File: config.mk
export PLATFORM = sky130hd
export DESIGN_NAME = wb_dual_writeback
export DESIGN_NICKNAME = d
export VERILOG_FILES = /design/src/rtl/wb_dual_writeback.sv
export SDC_FILE = /design/constraint.sdc
export NUM_CORES = 1
export LEC_CHECK = 0
export CAP_MARGIN = 30
export CORE_MARGIN = 10
export CORE_UTILIZATION = 43
export CTS_CLUSTER_DIAMETER = 150
export CTS_CLUSTER_SIZE = 20
export DETAILED_ROUTE_END_ITERATION = 10
export GPL_TIMING_DRIVEN = 1
export HOLD_SLACK_MARGIN = 0.05
export PLACE_DENSITY = 0.78
export RECOVER_POWER = 50
export SLEW_MARGIN = 20
export SYNTH_ARGS = -nofsm -noshare
export SYNTH_HDL_FRONTEND = slang
export SYNTH_SLANG_ARGS = --single-unit
File: constraint.sdc
create_clock -name clk -period 3.5 [get_ports clk]
set_input_delay 0.35 -clock clk [delete_from_list [all_inputs] [get_ports clk]]
set_output_delay 0.35 -clock clk [all_outputs]
set_load 0.005 [all_outputs]
File: src/rtl/wb_dual_writeback.sv
// Dual-issue writeback stage: merges two execute results and in-order load
// returns onto the two register-file write ports, tracking queued load rds.
module wb_dual_writeback #(
    parameter int LQ_DEPTH = 4
) (
    input  logic        clk,
    input  logic        n_rst,
    input  logic        ex_valid0,
    input  logic        ex_valid1,
    input  logic        ex_is_load0,
    input  logic        ex_is_load1,
    input  logic [4:0]  ex_rd0,
    input  logic [4:0]  ex_rd1,
    input  logic [31:0] ex_data0,
    input  logic [31:0] ex_data1,
    output logic        ex_ready,
    input  logic        mem_valid,
    input  logic [31:0] mem_data,
    output logic        reg_write,
    output logic [4:0]  regd,
    output logic [31:0] write_data,
    output logic        reg_write2,
    output logic [4:0]  regd2,
    output logic [31:0] write_data2,
    output logic [31:0] pending_mask,
    output logic        lq_err
);
    localparam int PW = $clog2(LQ_DEPTH);
    localparam int CW = $clog2(LQ_DEPTH + 1);
    localparam logic [CW:0] DEPTH_W = (CW + 1)'(LQ_DEPTH);

    logic [4:0]          lq_rd_reg [LQ_DEPTH];
    logic [LQ_DEPTH-1:0] lq_vld_reg;
    logic [PW-1:0]       head_reg, tail_reg;
    logic [CW-1:0]       count_reg;

    logic        reg_write_reg, reg_write2_reg, lq_err_reg;
    logic [4:0]  regd_reg, regd2_reg;
    logic [31:0] write_data_reg, write_data2_reg;

    logic        slot0_alu, slot1_alu, slot0_ld, slot1_ld;
    logic [1:0]  n_loads;
    logic [CW:0] lq_need;
    logic        lq_no_room, waw0, waw1, waw_pair;
    logic        accept, pop, lq_empty;
    logic [PW-1:0] push_idx0, push_idx1;
    logic [4:0]  head_rd;
    logic [31:0] entry_mask [LQ_DEPTH];
    logic [31:0] pend_all;

    // Each valid entry contributes a one-hot of its rd; x0 never counts as pending.
    generate
        for (genvar gi = 0; gi < LQ_DEPTH; gi++) begin : g_entry
            assign entry_mask[gi] = (lq_vld_reg[gi] && lq_rd_reg[gi] != 5'd0)
                                    ? (32'd1 << lq_rd_reg[gi]) : 32'd0;
        end
    endgenerate

    always_comb begin
        pend_all = 32'd0;
        for (int i = 0; i < LQ_DEPTH; i++) begin
            pend_all = pend_all | entry_mask[i];
        end
    end

    assign pending_mask = pend_all;

    assign slot0_alu = ex_valid0 && !ex_is_load0;
    assign slot1_alu = ex_valid1 && !ex_is_load1;
    assign slot0_ld  = ex_valid0 && ex_is_load0;
    assign slot1_ld  = ex_valid1 && ex_is_load1;
    assign n_loads   = {1'b0, slot0_ld} + {1'b0, slot1_ld};

    assign lq_need    = {1'b0, count_reg} + {{(CW - 1){1'b0}}, n_loads};
    assign lq_no_room = lq_need > DEPTH_W;
    assign waw0       = slot0_alu && ex_rd0 != 5'd0 && pend_all[ex_rd0];
    assign waw1       = slot1_alu && ex_rd1 != 5'd0 && pend_all[ex_rd1];
    // A younger ALU write must not be overtaken by the older load's later return.
    assign waw_pair   = slot1_alu && slot0_ld && ex_rd1 == ex_rd0 && ex_rd0 != 5'd0;

    assign ex_ready = !mem_valid && !lq_no_room && !waw0 && !waw1 && !waw_pair;
    assign accept   = ex_ready && (ex_valid0 || ex_valid1);
    assign lq_empty = count_reg == '0;
    assign pop      = mem_valid && !lq_empty;

    assign push_idx0 = tail_reg;
    assign push_idx1 = slot0_ld ? tail_reg + PW'(1) : tail_reg;
    assign head_rd   = lq_rd_reg[head_reg];

    always_ff @(posedge clk) begin
        if (accept && slot0_ld) lq_rd_reg[push_idx0] <= ex_rd0;
        if (accept && slot1_ld) lq_rd_reg[push_idx1] <= ex_rd1;
    end

    always_ff @(posedge clk) begin
        if (!n_rst) begin
            lq_vld_reg <= '0;
            head_reg   <= '0;
            tail_reg   <= '0;
            count_reg  <= '0;
        end else if (pop) begin
            lq_vld_reg[head_reg] <= 1'b0;
            head_reg  <= head_reg + PW'(1);
            count_reg <= count_reg - CW'(1);
        end else if (accept) begin
            if (slot0_ld) lq_vld_reg[push_idx0] <= 1'b1;
            if (slot1_ld) lq_vld_reg[push_idx1] <= 1'b1;
            tail_reg  <= tail_reg + PW'(n_loads);
            count_reg <= count_reg + CW'(n_loads);
        end
    end

    always_ff @(posedge clk) begin
        if (!n_rst) begin
            reg_write_reg   <= 1'b0;
            reg_write2_reg  <= 1'b0;
            regd_reg        <= 5'd0;
            regd2_reg       <= 5'd0;
            write_data_reg  <= 32'd0;
            write_data2_reg <= 32'd0;
            lq_err_reg      <= 1'b0;
        end else begin
            reg_write_reg  <= 1'b0;
            reg_write2_reg <= 1'b0;
            if (mem_valid && lq_empty) lq_err_reg <= 1'b1;
            if (pop) begin
                reg_write_reg  <= head_rd != 5'd0;
                regd_reg       <= head_rd;
                write_data_reg <= mem_data;
            end else if (accept) begin
                // Same-rd ALU pair: only the younger slot 1 result is written.
                reg_write_reg   <= slot0_alu && ex_rd0 != 5'd0
                                   && !(slot1_alu && ex_rd1 == ex_rd0);
                regd_reg        <= ex_rd0;
                write_data_reg  <= ex_data0;
                reg_write2_reg  <= slot1_alu && ex_rd1 != 5'd0;
                regd2_reg       <= ex_rd1;
                write_data2_reg <= ex_data1;
            end
        end
    end

    assign reg_write   = reg_write_reg;
    assign regd        = regd_reg;
    assign write_data  = write_data_reg;
    assign reg_write2  = reg_write2_reg;
    assign regd2       = regd2_reg;
    assign write_data2 = write_data2_reg;
    assign lq_err      = lq_err_reg;
endmodule

==> impl_metrics.toml, run 1 <==
[status]
violations = "capacitance limit, slew limit, setup timing"
outcome = "finished with violations"

[global_route]
antenna_found_initial = 1
grt_overflow_total = 0
grt_max_degree = 71
busiest_layer = "met2"
met2_usage = 0.4426
grt_pass1_vias = 7660
grt_pass1_wl_um = 45240
grt_use_total = 0.2599
use_met1 = 0.2978
grtUsageMet3 = 0.07919

[setup_path]
r2r_slack_ns = 0.03
r2r_cells = 13
rr_endpoint = "write_data[18]$_SDFFE_PN0P_"
critPathKind = "reg -> out"
arrival_ns = 3.16
crit_chain = "buf_4 > nand4bb_1 > o22ai_1 > nor3_1 > nor3_1 > a2111oi_2 > o41ai_2 > buf_4 > nor3_4 > buf_6 > dlygate4sd2_1"
cp_slowest_cell = "edfxtp_1"
cp-start-kind = "flip-flop"
endpoint_kind = "output port"
slowest_delay_ns = 0.49
reg2reg_from = "lq_rd_reg[1][1]$_DFFE_PP_"
critPathMaxFanout = 7
cp.required_ns = 3.15

[placed_design]
io_buffers = 221
place_inst = 1283
dp_hpwl_um = 23770
place_congestion = 1.001
dpl_cell_area_um2 = 10440

[yosys]
synth_seq_cells = 110
ys_types = 87
syn-mean-instance-area_um2 = 9.190
synthArstFlopShare = 0
synth-edff-count = 20
synthCells = 779
synth-seq-area-share = 0.3355
synth_ff_type = "dfxtp_1"
yosys_warnings = 0
synth.cell_area_um2 = 7159
synth_nets = 908

[power_and_ir_drop]
totalPowerFinal_w = 0.004918
leakagePower_nw = 4.800
ir_drop_uv = 318.5
powerDensity_nw_per_um2 = 421.1

[clock_tree]
clockBufferDepth = 2
clk-insertion-delay-late_ns = 0.36
clock_sinks = 110
tritoncts = "built"
htree_levels = 3
cts.clk_slew.worst_paths_ns = 0.07
numCtsBuffers = 9
cts_root_buffer = "clkbuf_16"

[drt]
drt_iter0_drc = 712
detail_route.wl_per_cell_um = 22.90
drc = 0
vias_per_cell = 5.766
drtAntennaViolNets = 0
wl_um = 31140
vias = 7842
drt_first_pass_iters = 5

[floorplan]
start_util = 0.4348
die-area_um2 = 22210
rows = 47
die_x_um = 149.0
die_y_um = 149.0
fp.coreArea_um2 = 16470
pin_count = 223

[sta]
fin_hold_ws_ns = 0.5026
fmax_mhz = 284.6
rsz0062_at_grt = "yes"
worst_slack_ns = -0.01384
final-max-slew-violation-count = 46
report.final.setup_viol = 1
final_hold_viol_count = 0
max_slew_margin = -0.05193
clock_skew_ns = 0.01376
fin_crit_ns = 3.514
max_slew.worst_pin.slew_ns = 1.578
period_share = 1.004

[hold_path]
min_to = "lq_err$_SDFFE_PN0P_"
whs_path_depth = 2
hold_path.startpoint = "lq_err$_SDFFE_PN0P_"
hold_path_class = "reg -> reg"

[cells_and_area]
area_growth_pct = 63.11
nets = 1263
fin_area_um2 = 11680
drive_gt1_frac = 0.2722
layout.cells.non_filler = 1360

[run]
cap_violations = 1
-- worst max path at each step --
stage | start | slack, ns | cells after the start | to
5_1_grt | lq_rd_reg[2][2]$_DFFE_PP_ | -0.11 | 11 | ex_ready
2_1_floorplan | ex_is_load0 | 0.005 | 13 | lq_rd_reg[0][2]$_DFFE_PP_
3_3_place_gp | ex_is_load1 | -0.48 | 16 | write_data2[16]$_SDFFE_PN0P_
6_report | lq_rd_reg[2][2]$_DFFE_PP_ | -0.01 | 11 | ex_ready
3_5_place_dp | ex_is_load1 | -0.63 | 16 | write_data2[13]$_SDFFE_PN0P_
4_1_cts | lq_rd_reg[0][4]$_DFFE_PP_ | 0.0009 | 11 | ex_ready
-- cell type report --
class                   instances  area, µm²
fillers                      1260       4788
multi-input cells             581       4785
repair buffers                408       3766
flip-flops and latches        110       2406
well taps                     220      275.3
clock buffers                  11      264.0
inverters                      24      92.59
clock inverters                 5      86.33
diodes                          1      2.502
-- metal layers --
metal	up-vias	part of all wire
met5	-	0
met4	0	0.042
met3	86	0.093
met2	436	0.49
met1	3688	0.38
li1	3632	-
-- cell usage after synthesis, drive strengths merged, types with 12 or more instances --
master	number	area, µm²
dfxtp	90	1802
mux2i	83	830.8
nor2b	50	312.8
clkbuf	41	153.9
o21ai	41	205.2
a21oi	37	185.2
o22ai	36	231.5
nand2	34	127.6
nor2	27	101.4
buf	23	166.4
inv	23	86.33
nor3	21	116.4
edfxtp	20	600.6
nand3	20	150.1
or2	19	118.9
ha	14	175.2
nand2b	14	87.58
nand4	13	81.33
nand4b	12	105.1
-- stage by stage --
step	util	TNS, ns	setup slack, ns
floorplan	-	0	0.005249
global placement	0.6339	-49.97	-0.4785
detailed placement	0.6339	-63.87	-0.6344
CTS	0.6631	0	0.0009275
global route	0.7092	-1.394	-0.1131
finish	0.7092	-0.01384	-0.01384
-- cell usage in the layout (no fill, tap or decap), types with 20 or more instances in the layout --
| cell type | count |
|---|---|
| buf_4 | 165 |
| mux2i_1 | 80 |
| dfxtp_1 | 87 |
| edfxtp_1 | 20 |
| nor2_1 | 24 |
| a21oi_1 | 36 |
| nor2b_1 | 50 |
| dlygate4sd3_1 | 79 |
| inv_1 | 22 |
| nand2_1 | 30 |
| o21ai_0 | 37 |
| clkdlybuf4s50_1 | 136 |
-- timing repair --
item	CTS	global route
setup buffers	10	48
pin swaps	8	38
cloned	1	2
hold endpoints to repair	0	0
resized for setup	16	87
setup endpoints to repair	107	114
hold buffers	0	0
-- cells by family after synthesis --
kind of cell | after synthesis | synth area share
flops | 110 | 0.3355
compound gates | 203 | 0.1949
mux | 100 | 0.1522
buf+inv | 88 | 0.05732
simple gates | 254 | 0.2209
xor+xnor | 7 | 0.008564
fa+ha+maj | 16 | 0.03006
other cells | 1 | 0.0005238
-- power by group --
| part | switching (W) | leakage (nW) | internal (W) |
|---|---|---|---|
| logic | 0.000892 | 3.71 | 0.00108 |
| clock network | 0.000498 | 0.171 | 0.000696 |
| registers | 0.000193 | 0.923 | 0.00156 |
| total | 0.00158 | 4.80 | 0.00333 |
-- worst max-delay path: cells and delay by family (launching register included) --
family                 cells  cell delay (ns)
AO/OA/AOI/OAI              3             0.84
flip-flops                 1             0.49
buffers and inverters      4             0.78
AND/OR/NAND/NOR            4             0.69
No activity file was read; power rests on OpenSTA's default activity.
==> run 2: changes to the inputs <==
Settings changed: CORE_UTILIZATION 43 to 25, PLACE_DENSITY 0.78 to default, SLEW_MARGIN 20 to 15.
==> run 2 against run 1 <==
- the run ends with capacitance limit, slew limit left
- sequential share of layout area grew 0.73 points
- total power shrank 4.9%
- cell count grew 8.3%
- hold slack gained 0.013 ns
- core utilization shrank 31 points
- critical path depth grew 3
- worst setup slack gained 0.065 ns
- highest routed layer unchanged
==> impl_metrics.toml, run 2 (synthesis results as in run 1) <==
[status]
outcome = "finished with violations"
violations = "capacitance limit, slew limit"

[setup_path]
cp_slowest_cell = "or4b_4"
cpMostUsedCell = "buf_4"
crit_chain = "or4b_4 > buf_4 > o221ai_1 > buf_4 > nand2_1 > a32o_1 > o22ai_2 > buf_6 > nor4_4 > buf_4 > buf_8 > buf_6 > a22o_4 > o21a_1"
arrival_ns = 3.70
cp-start-kind = "flip-flop"
critPathKind = "reg -> reg"
r2r_slack_ns = 0.05
critPathMaxFanout = 7
endpoint_kind = "flip-flop"
cp.required_ns = 3.75
slowest_delay_ns = 0.63

[sta]
fmax_mhz = 289.9
report.final.setup_viol = 0
final_hold_viol_count = 0
worst_slack_ns = 0.05111
setup_tns_ns = 0
max_slew.worst_pin.slew_ns = 2.100
clock_skew_ns = 0.01323
rsz0062_at_grt = "yes"
fin_hold_ws_ns = 0.5157
final-max-slew-violation-count = 60
period_share = 0.9854
max_slew_margin = -0.4000
fin_crit_ns = 3.449

[floorplan]
fp.coreArea_um2 = 28010
pin_count = 223
die_y_um = 189.2
start_util = 0.2556
rows = 61
die-area_um2 = 35810
die_x_um = 189.2

[clock_tree]
cts.clk_slew.worst_paths_ns = 0.08
clock_sinks = 110
clk-insertion-delay-late_ns = 0.36
clockBufferDepth = 2
htree_levels = 3
cts_root_buffer = "clkbuf_16"
tritoncts = "built"
numCtsBuffers = 9
ctsHoldBuffers = 0

[drt]
vias = 7497
wl_um = 30840
detail_route.wl_per_cell_um = 20.94
drt_first_pass_iters = 5
drc = 0
wl_met3_um = 2631
wl_met2_um = 14520
drt_iter0_drc = 545
routed.top_layer = "met4"
drtAntennaViolNets = 0
wl_met1_um = 13020
vias_per_cell = 5.090

[placed_design]
dp_hpwl_um = 24430
pre_cts_ws_ns = -0.6812
place_congestion = 1.002
io_buffers = 221

[cells_and_area]
mostFrequentLayoutCell = "clkdlybuf4s50_1"
layout_common_cells = "137 x clkdlybuf4s50_1, 119 x buf_4, 90 x dfxtp_1"
num-fill-cells = 2835
area_growth_pct = 57.27
drive_gt1_frac = 0.2084
nets = 1218

[global_route]
grt_max_degree = 71
grt_pass1_wl_um = 45240
grt_pass1_vias = 7497
antenna_found_initial = 2
grt_use_total = 0.1604
grt_overflow_total = 0

[power_and_ir_drop]
powerDensity_nw_per_um2 = 415.2
ir_drop_uv = 268.7
leakagePower_nw = 4.537

[hold_path]
hold_path_class = "reg -> reg"

[run]
cap_violations = 1
[run 2: cell type report]
cell class                      instances  area (µm²)  area share
Antenna cell                            1       2.502   0.0002222
Inverter                               24       92.59    0.008223
Tap cell                              378       473.0     0.04200
Clock buffer                           12       256.5     0.02278
Clock inverter                          4       35.03    0.003111
Timing Repair Buffer                  363        3421      0.3038
Multi-Input combinational cell        581        4577      0.4065
Sequential cell                       110        2402      0.2134
[run 2: worst paths after layout]
| path | startpoint | to | cells after the start |
|---|---|---|---|
| hold / removal | write_data2[13]$_SDFFE_PN0P_ | write_data2[13]$_SDFFE_PN0P_ | 2 |
| setup reg to reg | lq_rd_reg[0][3]$_DFFE_PP_ | regd[3]$_SDFFE_PN0P_ | 14 |
| setup / recovery | lq_rd_reg[0][3]$_DFFE_PP_ | regd[3]$_SDFFE_PN0P_ | 14 |
| hold reg to reg | write_data2[13]$_SDFFE_PN0P_ | write_data2[13]$_SDFFE_PN0P_ | 2 |
[run 2: repair_timing]
item                                    4_1_cts  5_1_grt
endpoints found under the setup margin      125      122
pin swaps                                     7       18
setup buffers                                 1       29
resized for setup                            12       37
cloned                                        0        4
[run 2: power by group]
| part | internal, W | switching, W |
|---|---|---|
| sequential | 0.00156 | 0.000185 |
| clock | 0.000532 | 0.000489 |
| combinational | 0.00105 | 0.000865 |
[run 2: per-stage QoR]
stage                     area [µm²]  power [W]  utilization  cells
final                          11260   0.004675       0.4020   1473
after global routing           11260   0.004972       0.4020   1473
after detailed placement       10480   0.003669       0.3740   1423
after CTS                      10790   0.004724       0.3853   1440
after floorplan                 7221   0.002680            -    779
after global placement         10480   0.003658       0.3740   1423
[run 2: critical path, delay by kind of cell (launching register included)]
| family | cells | cell delay [ns] |
|---|---|---|
| flops | 1 | 0.52 |
| buf+inv | 6 | 0.95 |
| simple gates | 3 | 0.74 |
| compound gates | 5 | 1.13 |
[run 2: metal layers]
metal | vias to the layer above | track usage
met4 | 0 | 0.04518
met1 | 3554 | 0.1983
li1 | 3545 | -
met3 | 44 | 0.04649
met5 | - | 0
met2 | 354 | 0.2652
